$ cat config.mk
export PLATFORM = sky130hd
export DESIGN_NAME = inst_queue
export DESIGN_NICKNAME = d
export VERILOG_FILES = /design/src/rtl/inst_queue_pkg.sv /design/src/rtl/inst_queue_iq_ram.sv /design/src/rtl/inst_queue.sv
export SDC_FILE = /design/constraint.sdc
export NUM_CORES = 1
export LEC_CHECK = 0
export BUFFER_PORTS_ARGS = -buffer_cell sky130_fd_sc_hd__buf_4
export CAP_MARGIN = 20
export CORE_UTILIZATION = 50
export DETAILED_ROUTE_END_ITERATION = 10
export GPL_ROUTABILITY_DRIVEN = 1
export GPL_TIMING_DRIVEN = 0
export MAX_ROUTING_LAYER = met4
export PLACE_DENSITY = 0.79
export SKIP_CTS_REPAIR_TIMING = 1
export SYNTH_ARGS = -nofsm -noshare
export SYNTH_HDL_FRONTEND = slang
export SYNTH_SLANG_ARGS = --single-unit
$ cat constraint.sdc
create_clock -name clk -period 7.1 [get_ports clk]
set_clock_uncertainty 0.1 [all_clocks]
set_input_delay 0.71 -clock clk [delete_from_list [all_inputs] [get_ports clk]]
set_output_delay 0.71 -clock clk [all_outputs]
set_load 0.02 [all_outputs]
$ cat src/rtl/inst_queue_pkg.sv
// rtl/inst_queue_pkg.sv - shared entry layout and opcode constants for the instruction queue
package inst_queue_pkg;

  localparam int IQ_ENTRY_W = 64;
  localparam int IQ_PC_LSB  = 32;

  localparam logic [6:0] OPC_JAL    = 7'b1101111;
  localparam logic [6:0] OPC_BRANCH = 7'b1100011;
  localparam logic [6:0] OPC_JALR   = 7'b1100111;

endpackage

$ cat src/rtl/inst_queue_iq_ram.sv
// rtl/inst_queue_iq_ram.sv - DEPTH x IQ_ENTRY_W register array, one write port, one async read port
module iq_ram
  import inst_queue_pkg::*;
#(
  parameter int DEPTH_LOG = 4
) (
  input  logic                  clk,
  input  logic                  we,
  input  logic [DEPTH_LOG-1:0]  waddr,
  input  logic [IQ_ENTRY_W-1:0] wdata,
  input  logic [DEPTH_LOG-1:0]  raddr,
  output logic [IQ_ENTRY_W-1:0] rdata
);

  logic [IQ_ENTRY_W-1:0] mem [1<<DEPTH_LOG];

  always_ff @(posedge clk) begin
    if (we) begin
      mem[waddr] <= wdata;
    end
  end

  assign rdata = mem[raddr];

endmodule

$ cat src/rtl/inst_queue.sv
// rtl/inst_queue.sv - circular fetch-to-issue instruction FIFO with redirect forwarding and flush
// Optional IQUEUE_BYPASS_EN: an empty queue hands the incoming pair straight to the outputs.
module inst_queue
  import inst_queue_pkg::*;
#(
  parameter int DEPTH_LOG = 4
) (
  input  logic        clk,
  input  logic        rst,
  input  logic        rdy,
  input  logic        inst_rdy,
  input  logic [31:0] inst_in,
  input  logic [31:0] pc_in,
  output logic        iqueue_full,
  output logic [31:0] fetch_pc,
  input  logic        br_done,
  input  logic [31:0] br_target,
  input  logic        flush,
  input  logic        iss_stall,
  output logic        inst_valid,
  output logic [31:0] inst_out,
  output logic [31:0] pc_out
);

  localparam int DEPTH = 1 << DEPTH_LOG;
  localparam logic [DEPTH_LOG:0] DEPTH_C   = (DEPTH_LOG+1)'(DEPTH);
  localparam logic [DEPTH_LOG:0] FULL_MARK = (DEPTH_LOG+1)'(DEPTH-2);

  logic [DEPTH_LOG-1:0]  head, tail, head_nxt;
  logic [DEPTH_LOG:0]    count, count_nxt, count_after_rd;
  logic                  rd, wr, load, ram_we;
  logic [IQ_ENTRY_W-1:0] ram_rdata, in_entry, load_entry;

  assign in_entry    = {pc_in, inst_in};
  assign iqueue_full = (count >= FULL_MARK);

  always_comb begin
    rd             = inst_valid && !iss_stall;
    wr             = inst_rdy && (count != DEPTH_C);
    head_nxt       = head + DEPTH_LOG'(rd);
    count_after_rd = count - (DEPTH_LOG+1)'(rd);
    count_nxt      = count_after_rd + (DEPTH_LOG+1)'(wr);
    // When nothing else remains after the read, the new head is this cycle's write.
    load_entry     = (count_after_rd == '0) ? in_entry : ram_rdata;
`ifdef IQUEUE_BYPASS_EN
    load           = (!inst_valid || !iss_stall) && (count_nxt != '0);
    ram_we         = wr && (count_after_rd != '0);
`else
    load           = rd ? (count_nxt != '0) : (!inst_valid && (count != '0));
    ram_we         = wr;
`endif
  end

  iq_ram #(.DEPTH_LOG(DEPTH_LOG)) u_ram (
    .clk   (clk),
    .we    (ram_we && rdy && !rst && !flush),
    .waddr (tail),
    .wdata (in_entry),
    .raddr (head_nxt),
    .rdata (ram_rdata)
  );

  always_ff @(posedge clk) begin
    if (rst) begin
      head       <= '0;
      tail       <= '0;
      count      <= '0;
      inst_valid <= 1'b0;
      inst_out   <= '0;
      pc_out     <= '0;
      fetch_pc   <= '0;
    end else if (rdy) begin
      fetch_pc <= br_done ? br_target : 32'h0;
      if (flush) begin
        head       <= '0;
        tail       <= '0;
        count      <= '0;
        inst_valid <= 1'b0;
      end else begin
        head  <= head_nxt;
        tail  <= tail + DEPTH_LOG'(wr);
        count <= count_nxt;
        if (load) begin
          inst_valid <= 1'b1;
          inst_out   <= load_entry[IQ_PC_LSB-1:0];
          pc_out     <= load_entry[IQ_ENTRY_W-1:IQ_PC_LSB];
        end else if (rd) begin
          inst_valid <= 1'b0;
        end
      end
    end
  end

endmodule
==> results.py <==
metrics = {
    "run_status": {
        "status": "finished, final reports clean",
    },
    "worst_setup_path": {
        "critPathKind": "reg2reg",
        "cp.depth": 10,
        "worst_path_most_repeated_cell": "clkbuf_1",
        "required_ps": 7550,
        "crit_arrival_ps": 5270,
        "worst_setup_path_end_kind": "register",
        "crit_path_start": "inst_valid",
        "crit_family": "buffers and inverters",
        "reg2reg_depth": 10,
        "path_buf_inv": 3,
        "critPathMaxStageDelay_ps": 830,
        "crit_path_end": "pc_out[11]",
        "r2r_slack_ps": 2280,
        "crit_path_top_delay_cell": "clkbuf_1",
        "path_cells": "nor2b_1 -> ha_1 -> ha_1 -> clkbuf_1 -> clkbuf_1 -> clkbuf_1 -> mux2i_1 -> o22ai_1 -> a21oi_1 -> o2bb2ai_2",
        "start_kind": "register",
        "r2r_end": "pc_out[11]",
        "crit-reg2reg-launch": "inst_valid",
        "critPathMaxFanout": 10,
    },
    "clocking": {
        "cts_root_buf": "clkbuf_16",
        "clockBufferDepth": 3,
        "cts.clk_slew.worst_paths_ps": 70,
        "cts.sinks": 1134,
        "cts_tree": "yes",
        "cts-buffers-inserted": 105,
        "clock_latency_ps": 690,
        "htreeDepth": 3,
    },
    "finish": {
        "nFillCells": 5649,
        "area_growth_pct": 17.7,
        "stdcell_count": 3683,
        "drive_gt1_frac": 0.323,
        "final_net_count": 2557,
        "multi_input_area_sq_mm": 0.0101,
        "final_util": 0.598,
        "seq_area_sq_mm": 0.0330,
        "final_cell_mix": "1,024 x edfxtp_1, 256 x mux4_2, 200 x buf_4",
        "final_common_cell": "edfxtp_1",
    },
    "detailed_routing": {
        "drtAntennaViolNets": 0,
        "first_pass_iters": 5,
        "routed_wl_microns": 107000,
        "via_per_inst": 6.22,
        "wire_per_inst_microns": 29.1,
        "drt_iter0_markers": 2918,
        "drc": 0,
        "vias": 22900,
    },
    "floorplanning": {
        "start_util": 0.508,
        "io-pin-count": 201,
        "core_sq_mm": 0.0858,
        "die_area_sq_mm": 0.0884,
        "dieWidth_microns": 297,
        "rows": 107,
        "die_height_microns": 297,
    },
    "synthesis": {
        "yosysSeqAreaShare": 0.755,
        "synth_xor_xnor_area_share": 0.00141,
        "synth_seq_cells": 1134,
        "synth_cell_type_count": 48,
        "syn_inst": 2069,
        "synthArstFlopShare": 0,
        "synth_compound_area_frac": 0.0468,
        "synth_top_family_by_area": "multiplexers",
        "syn-mean-instance-area_sq_um": 21.1,
        "synth.net_count": 2180,
        "synth_warnings": 0,
        "synth_edf_count": 1024,
        "syn_area_sq_mm": 0.0436,
        "synth_ff_type": "edfxtp_1",
        "synthSimpleGateAreaFrac": 0.0165,
        "synthAdderAreaFrac": 0.00229,
        "synth.area.mux_share": 0.162,
    },
    "global_route": {
        "grt_pass1_wl_microns": 157000,
        "grt_max_degree": 26,
        "grt_use_total": 0.251,
        "antenna_found_initial": 1,
        "overflow": 0,
        "grt_pass1_vias": 24000,
    },
    "timing": {
        "max-slew-margin-rel": 0.262,
        "timing.fmax_ghz": 0.207,
        "min_period_ps": 4820,
        "slew_violations": 0,
        "hold_viol": 0,
        "tightest_slew_ps": 1110,
        "fin_crit_sh": 0.679,
        "whs_ps": 161,
        "setup_violations": 0,
        "rsz0062_at_grt": "no",
    },
    "place": {
        "place_congestion": 0.830,
        "numPortBuffers": 198,
        "dpl.hpwl_microns": 67200,
        "placed_cells": 3481,
    },
    "power": {
        "p_per_area_mw_per_mm2": 261,
        "pwr-share-comb": 0.032,
        "p_leak_uw": 0.0162,
        "ir_drop_v": 0.000221,
        "power.switching_uw": 2780,
        "p_int_uw": 10600,
        "swShare": 0.208,
        "power_frac_seq": 0.545,
        "power_frac_clock": 0.423,
    },
    "hold_path": {
        "min_path_type": "in2reg",
    },
    "run": {
        "max_cap_violations": 0,
    },
}
-- power by group through the flow --
stage | Sequential, uW | Clock, uW | Combinational (uW)
2_1_floorplan | 7460 | 0 | 175
3_3_place_gp | 7440 | 0 | 389
3_5_place_dp | 7440 | 0 | 420
4_1_cts | 7300 | 5710 | 425
5_1_grt | 7300 | 5950 | 454
6_report | 7300 | 5660 | 429
-- worst register-to-register path, delay by kind of cell (launching register included) --
kind | cells | cell delay (ps)
compound gates | 3 | 550
simple gates | 1 | 350
flops | 1 | 390
mux | 1 | 330
buf+inv | 3 | 2380
fa+ha+maj | 2 | 590
-- state kept, by name (all words and copies together), names as in the netlist --
name        cells
inst_out       32
tail            4
inst_valid      1
head            4
u_ram.mem    1024
fetch_pc       32
count           5
pc_out         32
-- worst min path at each step --
stage / startpoint / end / slack [ps] / cells after the start
CTS: br_target[2] / fetch_pc[2] / 130 / 3
detailed placement: inst_out[4] / inst_out[4] / 360 / 1
global placement: pc_out[25] / pc_out[25] / 360 / 1
floorplan: head[1] / head[1] / 360 / 2
global route: br_target[27] / fetch_pc[27] / 180 / 3
finish: br_target[2] / fetch_pc[2] / 160 / 3
-- cell families after synthesis --
| group | Yosys count |
|---|---|
| XOR/XNOR | 7 |
| adder cells (fa/ha/maj) | 8 |
| flip-flops | 1134 |
| AO/OA/AOI/OAI | 257 |
| buffers and inverters | 135 |
| AND/OR/NAND/NOR | 144 |
| multiplexers | 384 |
-- Yosys cell counts (all sizes together) (3+ instances only) --
master   instances  area (sq um)
o21ai            8          40.0
clkbuf          66           248
inv              9          33.8
nand3            7          35.0
o2bb2ai         64           936
edfxtp        1024         30700
nor3             6          30.0
and3             3          18.8
nand2b           5          31.3
ha               8           100
xor2             5          43.8
a21oi          106           531
nor2            59           221
mux2i          128          1280
mux4           256          5770
o22ai           64           400
nor2b           40           250
buf             60           425
dfxtp          110          2200
nand2           12          45.0
-- metal layers --
layer / up-vias / track usage / wire length, microns
li1: 9356 / - / -
met1: 11800 / 0.304 / 38800
met2: 1486 / 0.422 / 55100
met3: 270 / 0.0386 / 9150
met4: 0 / 0.104 / 4300
met5: - / - / 0
-- final cells by class --
type | instances | share of cell area
flip-flops and latches | 1134 | 0.642
multi-input cells | 800 | 0.196
clock buffers | 141 | 0.0582
repair buffers | 270 | 0.0519
well taps | 1144 | 0.0279
plain buffers | 126 | 0.0131
clock inverters | 57 | 0.0101
inverters | 9 | 0.000658
diodes | 2 | 0.0000975
-- through the flow --
step / total power (uW) / setup TNS [ps] / cell area (sq um) / worst slack, ps
after CTS: 13400 / 0 / 51300 / 2390
after global placement: 7830 / -1686110 / 46500 / -4470
after global routing: 13700 / 0 / 51400 / 2140
after detailed placement: 7860 / 0 / 47800 / 2080
final: 13400 / 0 / 51400 / 2280
after floorplan: 7640 / 0 / 43600 / 685
No activity file was read; power rests on OpenSTA's default activity.
